--- config.mk ---
export PLATFORM = sky130hd
export DESIGN_NAME = tpu_cfg_bridge
export DESIGN_NICKNAME = d
export VERILOG_FILES = /design/src/rtl/tpu_cfg_bridge_pkg.sv /design/src/rtl/tpu_cfg_bridge_result_fifo.sv /design/src/rtl/tpu_cfg_bridge.sv
export SDC_FILE = /design/constraint.sdc
export NUM_CORES = 1
export LEC_CHECK = 0
export CAP_MARGIN = 20
export CORE_ASPECT_RATIO = 1.2
export CORE_MARGIN = 4
export CORE_UTILIZATION = 35
export DETAILED_ROUTE_END_ITERATION = 10
export GPL_ROUTABILITY_DRIVEN = 0
export PLACE_DENSITY = 0.67
export SETUP_SLACK_MARGIN = 0.1
export SLEW_MARGIN = 20
export SYNTH_ARGS = -nofsm -noshare
export SYNTH_HDL_FRONTEND = slang
export SYNTH_HIERARCHICAL = 1
export SYNTH_SLANG_ARGS = --single-unit
--- constraint.sdc ---
create_clock -name clk -period 4 [get_ports clk]
set_clock_uncertainty 0.1 [all_clocks]
set_input_delay 0.8 -clock clk [delete_from_list [all_inputs] [get_ports clk]]
set_output_delay 0.8 -clock clk [all_outputs]
set_load 0.01 [all_outputs]
--- src/rtl/tpu_cfg_bridge_pkg.sv ---
// Shared types, config address map and reset defaults for the TPU config bridge.
package tpu_bridge_pkg;

    localparam logic [2:0] CFG_GAIN       = 3'd0;
    localparam logic [2:0] CFG_BIAS       = 3'd1;
    localparam logic [2:0] CFG_SHIFT      = 3'd2;
    localparam logic [2:0] CFG_INV_SCALE  = 3'd3;
    localparam logic [2:0] CFG_ZERO_POINT = 3'd4;
    localparam logic [2:0] CFG_CLR_OVF    = 3'd7;

    localparam logic signed [15:0] DEF_GAIN       = 16'sd256;
    localparam logic signed [31:0] DEF_BIAS       = 32'sd0;
    localparam logic        [4:0]  DEF_SHIFT      = 5'd8;
    localparam logic signed [15:0] DEF_INV_SCALE  = 16'sd256;
    localparam logic signed [7:0]  DEF_ZERO_POINT = 8'sd0;

    localparam logic [3:0] MLP_IDLE = 4'd0;

    typedef struct packed {
        logic signed [15:0] gain;
        logic signed [31:0] bias;
        logic        [4:0]  shift;
        logic signed [15:0] inv_scale;
        logic signed [7:0]  zero_point;
    } act_cfg_t;

    localparam act_cfg_t CFG_DEFAULT = '{
        gain:       DEF_GAIN,
        bias:       DEF_BIAS,
        shift:      DEF_SHIFT,
        inv_scale:  DEF_INV_SCALE,
        zero_point: DEF_ZERO_POINT
    };

    typedef enum logic [1:0] {
        CFG_IDLE,
        CFG_PENDING,
        CFG_START
    } cfg_state_e;

    // Writes are LSB-aligned and truncated to the field width.
    function automatic act_cfg_t cfg_write(input act_cfg_t cur, input logic [2:0] addr,
                                           input logic [31:0] data);
        act_cfg_t r;
        r = cur;
        case (addr)
            CFG_GAIN:       r.gain       = data[15:0];
            CFG_BIAS:       r.bias       = data;
            CFG_SHIFT:      r.shift      = data[4:0];
            CFG_INV_SCALE:  r.inv_scale  = data[15:0];
            CFG_ZERO_POINT: r.zero_point = data[7:0];
            default:        r            = cur;
        endcase
        return r;
    endfunction

    function automatic logic [31:0] cfg_read(input act_cfg_t c, input logic [2:0] addr,
                                             input logic ovf);
        logic [31:0] r;
        case (addr)
            CFG_GAIN:       r = {{16{c.gain[15]}}, c.gain};
            CFG_BIAS:       r = c.bias;
            CFG_SHIFT:      r = {27'd0, c.shift};
            CFG_INV_SCALE:  r = {{16{c.inv_scale[15]}}, c.inv_scale};
            CFG_ZERO_POINT: r = {{24{c.zero_point[7]}}, c.zero_point};
            CFG_CLR_OVF:    r = {31'd0, ovf};
            default:        r = '0;
        endcase
        return r;
    endfunction

endpackage

--- src/rtl/tpu_cfg_bridge_result_fifo.sv ---
// Result FIFO: register-array storage, head read straight from storage, wrapping pointers.
module bridge_result_fifo #(
    parameter int unsigned WIDTH = 67,
    parameter int unsigned DEPTH = 4
) (
    input  logic             clk,
    input  logic             reset,
    input  logic             push,
    input  logic             pop,
    input  logic [WIDTH-1:0] wdata,
    output logic [WIDTH-1:0] rdata,
    output logic             full,
    output logic             empty
);
    localparam int unsigned AW = $clog2(DEPTH);
    localparam logic [AW:0] FULL_CNT = (AW + 1)'(DEPTH);

    logic [WIDTH-1:0] mem [DEPTH];
    logic [AW-1:0]    wr_ptr;
    logic [AW-1:0]    rd_ptr;
    logic [AW:0]      count;
    logic             do_push;
    logic             do_pop;

    assign empty   = (count == '0);
    assign full    = (count == FULL_CNT);
    assign do_pop  = pop && !empty;
    // A full FIFO still accepts a push when the head leaves on the same edge.
    assign do_push = push && (!full || do_pop);
    assign rdata   = mem[rd_ptr];

    always_ff @(posedge clk or negedge reset) begin
        if (!reset) begin
            wr_ptr <= '0;
            rd_ptr <= '0;
            count  <= '0;
            for (int unsigned i = 0; i < DEPTH; i++) begin
                mem[i] <= '0;
            end
        end else begin
            if (do_push) begin
                mem[wr_ptr] <= wdata;
                wr_ptr      <= wr_ptr + 1'b1;
            end
            if (do_pop) begin
                rd_ptr <= rd_ptr + 1'b1;
            end
            case ({do_push, do_pop})
                2'b10:   count <= count + 1'b1;
                2'b01:   count <= count - 1'b1;
                default: count <= count;
            endcase
        end
    end

endmodule

--- src/rtl/tpu_cfg_bridge.sv ---
// UART-controller to MLP bridge with double-buffered activation config and a result FIFO.
// Optional config readback port is built when TPU_CFG_READBACK_EN is defined.
module tpu_cfg_bridge
    import tpu_bridge_pkg::*;
#(
    parameter int unsigned NUM_COLS   = 2,
    parameter int unsigned ACC_W      = 32,
    parameter int unsigned FIFO_DEPTH = 4
) (
    input  logic                      clk,
    input  logic                      reset,
    input  logic [NUM_COLS-1:0]       ctrl_wf_push,
    input  logic [7:0]                ctrl_wf_data_in,
    input  logic                      ctrl_wf_reset,
    input  logic                      ctrl_init_act_valid,
    input  logic [15:0]               ctrl_init_act_data,
    input  logic                      ctrl_weights_ready,
    input  logic                      ctrl_start_mlp,
    input  logic                      cfg_we,
    input  logic [2:0]                cfg_addr,
    input  logic [31:0]               cfg_wdata,
    input  logic                      cfg_commit,
`ifdef TPU_CFG_READBACK_EN
    input  logic                      cfg_re,
    output logic [31:0]               cfg_rdata,
    output logic                      cfg_rvalid,
`endif
    input  logic                      res_ready,
    input  logic [3:0]                mlp_state_in,
    input  logic [4:0]                mlp_cycle_cnt_in,
    input  logic [2:0]                mlp_current_layer_in,
    input  logic                      mlp_layer_complete_in,
    input  logic [NUM_COLS*ACC_W-1:0] mlp_acc_in,
    input  logic                      mlp_acc_valid_in,
    output logic [NUM_COLS-1:0]       mlp_wf_push,
    output logic [7:0]                mlp_wf_data_in,
    output logic                      mlp_wf_reset,
    output logic                      mlp_init_act_valid,
    output logic [15:0]               mlp_init_act_data,
    output logic                      mlp_weights_ready,
    output logic                      mlp_start_mlp,
    output logic signed [15:0]        mlp_norm_gain,
    output logic signed [31:0]        mlp_norm_bias,
    output logic [4:0]                mlp_norm_shift,
    output logic signed [15:0]        mlp_q_inv_scale,
    output logic signed [7:0]         mlp_q_zero_point,
    output logic [3:0]                mlp_state,
    output logic [4:0]                mlp_cycle_cnt,
    output logic [2:0]                mlp_current_layer,
    output logic                      mlp_layer_complete,
    output logic                      res_valid,
    output logic [NUM_COLS*ACC_W-1:0] res_data,
    output logic [2:0]                res_layer,
    output logic                      res_overflow,
    output logic                      cfg_pending
);
    localparam int unsigned ENTRY_W = NUM_COLS * ACC_W + 3;

    cfg_state_e       state;
    cfg_state_e       state_next;
    act_cfg_t         shadow;
    act_cfg_t         shadow_next;
    act_cfg_t         active;
    logic             start_flag;
    logic             commit_now;
    logic             fifo_full;
    logic             fifo_empty;
    logic             res_pop;
    logic [ENTRY_W-1:0] fifo_head;

    assign mlp_wf_push        = ctrl_wf_push;
    assign mlp_wf_data_in     = ctrl_wf_data_in;
    assign mlp_wf_reset       = ctrl_wf_reset;
    assign mlp_init_act_valid = ctrl_init_act_valid;
    assign mlp_init_act_data  = ctrl_init_act_data;
    assign mlp_weights_ready  = ctrl_weights_ready;
    assign mlp_state          = mlp_state_in;
    assign mlp_cycle_cnt      = mlp_cycle_cnt_in;
    assign mlp_current_layer  = mlp_current_layer_in;
    assign mlp_layer_complete = mlp_layer_complete_in;

    assign mlp_norm_gain    = active.gain;
    assign mlp_norm_bias    = active.bias;
    assign mlp_norm_shift   = active.shift;
    assign mlp_q_inv_scale  = active.inv_scale;
    assign mlp_q_zero_point = active.zero_point;

    assign cfg_pending = (state != CFG_IDLE);

    // The copy uses shadow_next so a write on the commit edge is included.
    assign shadow_next = cfg_we ? cfg_write(shadow, cfg_addr, cfg_wdata) : shadow;
    assign commit_now  = (state == CFG_PENDING) && (mlp_state_in == MLP_IDLE);

    always_comb begin
        state_next    = state;
        mlp_start_mlp = 1'b0;
        case (state)
            CFG_IDLE: begin
                mlp_start_mlp = ctrl_start_mlp;
                if (cfg_commit) state_next = CFG_PENDING;
            end
            CFG_PENDING: begin
                if (commit_now)
                    state_next = (start_flag || ctrl_start_mlp) ? CFG_START : CFG_IDLE;
            end
            CFG_START: begin
                mlp_start_mlp = 1'b1;
                state_next    = CFG_IDLE;
            end
            default: state_next = CFG_IDLE;
        endcase
    end

    always_ff @(posedge clk or negedge reset) begin
        if (!reset) begin
            state      <= CFG_IDLE;
            start_flag <= 1'b0;
            shadow     <= CFG_DEFAULT;
            active     <= CFG_DEFAULT;
        end else begin
            state  <= state_next;
            shadow <= shadow_next;
            if (commit_now) active <= shadow_next;
            if (state == CFG_START)
                start_flag <= 1'b0;
            else if (state != CFG_IDLE && ctrl_start_mlp)
                start_flag <= 1'b1;
        end
    end

    assign res_pop   = res_valid && res_ready;
    assign res_valid = !fifo_empty;
    assign {res_layer, res_data} = fifo_head;

    bridge_result_fifo #(
        .WIDTH (ENTRY_W),
        .DEPTH (FIFO_DEPTH)
    ) u_result_fifo (
        .clk   (clk),
        .reset (reset),
        .push  (mlp_acc_valid_in),
        .pop   (res_pop),
        .wdata ({mlp_current_layer_in, mlp_acc_in}),
        .rdata (fifo_head),
        .full  (fifo_full),
        .empty (fifo_empty)
    );

    always_ff @(posedge clk or negedge reset) begin
        if (!reset)
            res_overflow <= 1'b0;
        else if (mlp_acc_valid_in && fifo_full && !res_pop)
            res_overflow <= 1'b1;
        else if (cfg_we && cfg_addr == CFG_CLR_OVF)
            res_overflow <= 1'b0;
    end

`ifdef TPU_CFG_READBACK_EN
    always_ff @(posedge clk or negedge reset) begin
        if (!reset) begin
            cfg_rvalid <= 1'b0;
            cfg_rdata  <= '0;
        end else begin
            cfg_rvalid <= cfg_re;
            if (cfg_re) cfg_rdata <= cfg_read(active, cfg_addr, res_overflow);
        end
    end
`endif

endmodule

==> impl_metrics.csv <==
group,metric,value,unit
status,outcome,"finished, final reports clean",
clocking,clock_sinks,433,
clocking,holdBufCountCts,0,
final_layout,nNetsFinal,1477,
drt,drt_iter0_markers,419,
timing,setup_ws,391.9,ps
clocking,cts_root_buf,"clkbuf_16",
power_and_ir_drop,peakVddDrop,0.4047,mV
final_layout,finalCoreUtilization,0.4461,
drt,routed_wl,42.13,mm
timing,relSlewSlack,0.4327,
drt,dr.pass1.iters,4,
global_route,grtUsageTotal,0.1472,
global_route,grt_pass1_vias,11260,
job,maxCapViolations,0,
placement,dp_cells,1980,
placement,port_buffers,267,
synthesis,ys_types,35,
timing,setup_viol,0,
clocking,clk_pin_slew,60,ps
drt,drc,0,
global_route,antenna_found_initial,0,
final_layout,area_growth,25.99,%
synthesis,synth_nets,1234,
critical_path,path_class,"reg2out",
timing,fmax,277.2,MHz
global_route,grt_pass1_wl,66.21,mm
floorplan,die_w,218.6,um
synthesis,syn_avg_cell_area,17.25,um2
final_layout,antennaDiodeCount,0,
synthesis,synthTopCellsByArea,"dfrtp_1, mux2_2, mux4_2, mux2_4, buf_4",
placement,hpwlAfterDp,27.62,mm
global_route,grt_overflow,0,
drt,via_per_inst,4.833,
clocking,worstSkewPairLatency,550,ps
critical_path,cp-start-kind,"register",
synthesis,synthCells,1080,
timing,worstMarginPinSlew,851.0,ps
timing,tns,0,ps
synthesis,yosysWarnings,6,
final_layout,layout-drive-gt1-share,0.4503,
clocking,cts.repair.resized,0,
floorplan,core-area,52610,um2
synthesis,syn-cell-area,18630,um2
synthesis,synth_top_area_share,0.5736,
final_layout,fill_cells,4615,
timing,hold_violations,0,
critical_path,crit_fanout,35,
power_and_ir_drop,power,19.55,mW
critical_path,cp.arrival,2710,ps
hold_path,holdCritPathClass,"in2async",
synthesis,yosysSeqAreaShare,0.5821,
critical_path,crit_required,3100,ps
timing,rsz0062_at_grt,"no",
timing,post-route-period-util,0.9020,
floorplan,dieArea,56990,um2
floorplan,die_h,260.7,um
floorplan,fp-row-count,92,
synthesis,yosysTopAreaCell,"dfrtp_1",
timing,final_max_slew_viol_count,0,
clocking,h-tree-depth,2,
timing,period_needed,3608,ps
clocking,cts_buffer_depth,3,
drt,ant_nets,0,
drt,num_vias,9975,
global_route,grt_max_degree,102,
final_layout,stdcell_count,2064,
floorplan,io_pins,338,
synthesis,synth_seq_cells,433,
critical_path,end_kind,"output port",
clocking,cts_made_buffers,46,
floorplan,start_util,0.3541,
drt,post_drt_wl_per_cell,20.41,um
clocking,cts_tree,"yes",
power_and_ir_drop,power.leakage,9.712,nW
power_and_ir_drop,power_density,833.0,nW/um2
clocking,cts_post_setup_buffers_inserted,0,
placement,preCtsSetupSlack,532.8,ps
==> layer usage <==
layer | vias up | track usage | part of all wire
met4 | 0 | 0.04284 | 0.022
met1 | 5336 | 0.1866 | 0.42
met3 | 66 | 0.03307 | 0.045
li1 | 4387 | - | -
met2 | 186 | 0.2535 | 0.51
met5 | - | 0 | 0
==> per-stage QoR <==
stage          instance area (um2)  hold WS [ps]
2_1_floorplan                18630         348.5
3_3_place_gp                 21950         372.7
3_5_place_dp                 21950         375.2
4_1_cts                      23470         204.4
5_1_grt                      23470         219.9
6_report                     23470         171.5
==> synth_stat cells <==
master and n:
o31a_1 1, and3b_1 1, xor2_1 3, mux2i_1 1, and4bb_2 1, ha_1 5
and3_1 1, nand2b_1 1, nand2_1 7, xnor2_1 3, clkbuf_1 7, mux4_2 67
o21ai_0 3, dfrtp_1 427, inv_1 7, nor4b_4 2, nand4b_4 1, mux2_2 334
mux2_1 1, nor2b_1 1, dfstp_2 6, nor3_1 1, nor4bb_1 1, nand4_1 1
buf_6 20, nor4_2 1, o21a_1 1, nor2_1 8, mux2_4 88, buf_4 50
buf_2 25, or2_2 1, a211oi_1 1, fa_1 1, and4bb_1 1
==> layout make-up <==
class	count	area [um2]	area share
clock buffers	68	1334	0.05683
clock inverters	16	180.2	0.007677
inverters	7	26.28	0.001120
multi-input cells	538	7056	0.3006
flip-flops and latches	433	10850	0.4623
well taps	705	882.1	0.03759
repair buffers	297	3141	0.1338
==> flip-flops by register name (all words and copies together), names as in the netlist, 2 cells and up <==
name / cells
mlp_norm_bias: 32
mlp_norm_gain: 16
mlp_norm_shift: 5
mlp_q_inv_scale: 16
mlp_q_zero_point: 8
shadow: 77
state: 2
u_result_fifo/count: 3
u_result_fifo/mem: 268
u_result_fifo/rd_ptr: 2
u_result_fifo/wr_ptr: 2
==> final timing paths <==
kind / cells past startpoint / start / slack [ps] / endpoint
worst max-delay path: 3 / u_result_fifo/rd_ptr[1] / 390 / res_data[18]
worst min-delay path: 1 / reset / 170 / shadow[26]
worst max register to register: 10 / u_result_fifo/count[0] / 1070 / u_result_fifo/count[2]
worst min register to register: 1 / shadow[46] / 390 / shadow[46]
max in group asynchronous: 3 / reset / 2570 / u_result_fifo/mem[72]
min in group clk: 1 / shadow[46] / 390 / shadow[46]
==> layout by cell type (no fill, tap or decap), types with 5 or more instances in the layout <==
master	netlist	layout
buf_4	50	11
buf_12	0	19
dfstp_2	6	6
ha_1	5	5
dfrtp_1	427	425
clkinv_2	0	8
mux4_2	67	67
mux2_2	334	334
clkbuf_8	0	10
clkbuf_1	7	12
inv_1	7	7
clkdlybuf4s50_1	0	266
nand2_1	7	7
clkbuf_16	0	46
mux2_4	88	88
==> power by group <==
group	internal [mW]	leakage, nW	total [mW]	switching, mW
Clock	2.51	0.747	4.23	1.72
Sequential	6.34	5.17	7.43	1.09
Combinational	5.00	3.80	7.90	2.90
==> logic make-up after synthesis <==
| logic type | count (synthesis) | share of synthesized area |
|---|---|---|
| XOR/XNOR | 6 | 0.002822 |
| multiplexers | 491 | 0.3550 |
| flip-flops | 433 | 0.5821 |
| adder cells (fa/ha/maj) | 6 | 0.004433 |
| AO/OA/AOI/OAI | 6 | 0.002082 |
| AND/OR/NAND/NOR | 29 | 0.01182 |
| buffers and inverters | 109 | 0.04178 |
==> critical path: stages (launching register included) <==
cell and delay (ps):
dfrtp_4 890, buf_4 370, mux4_2 330, clkdlybuf4s50_1 540
No activity file was read; power rests on OpenSTA's default activity.
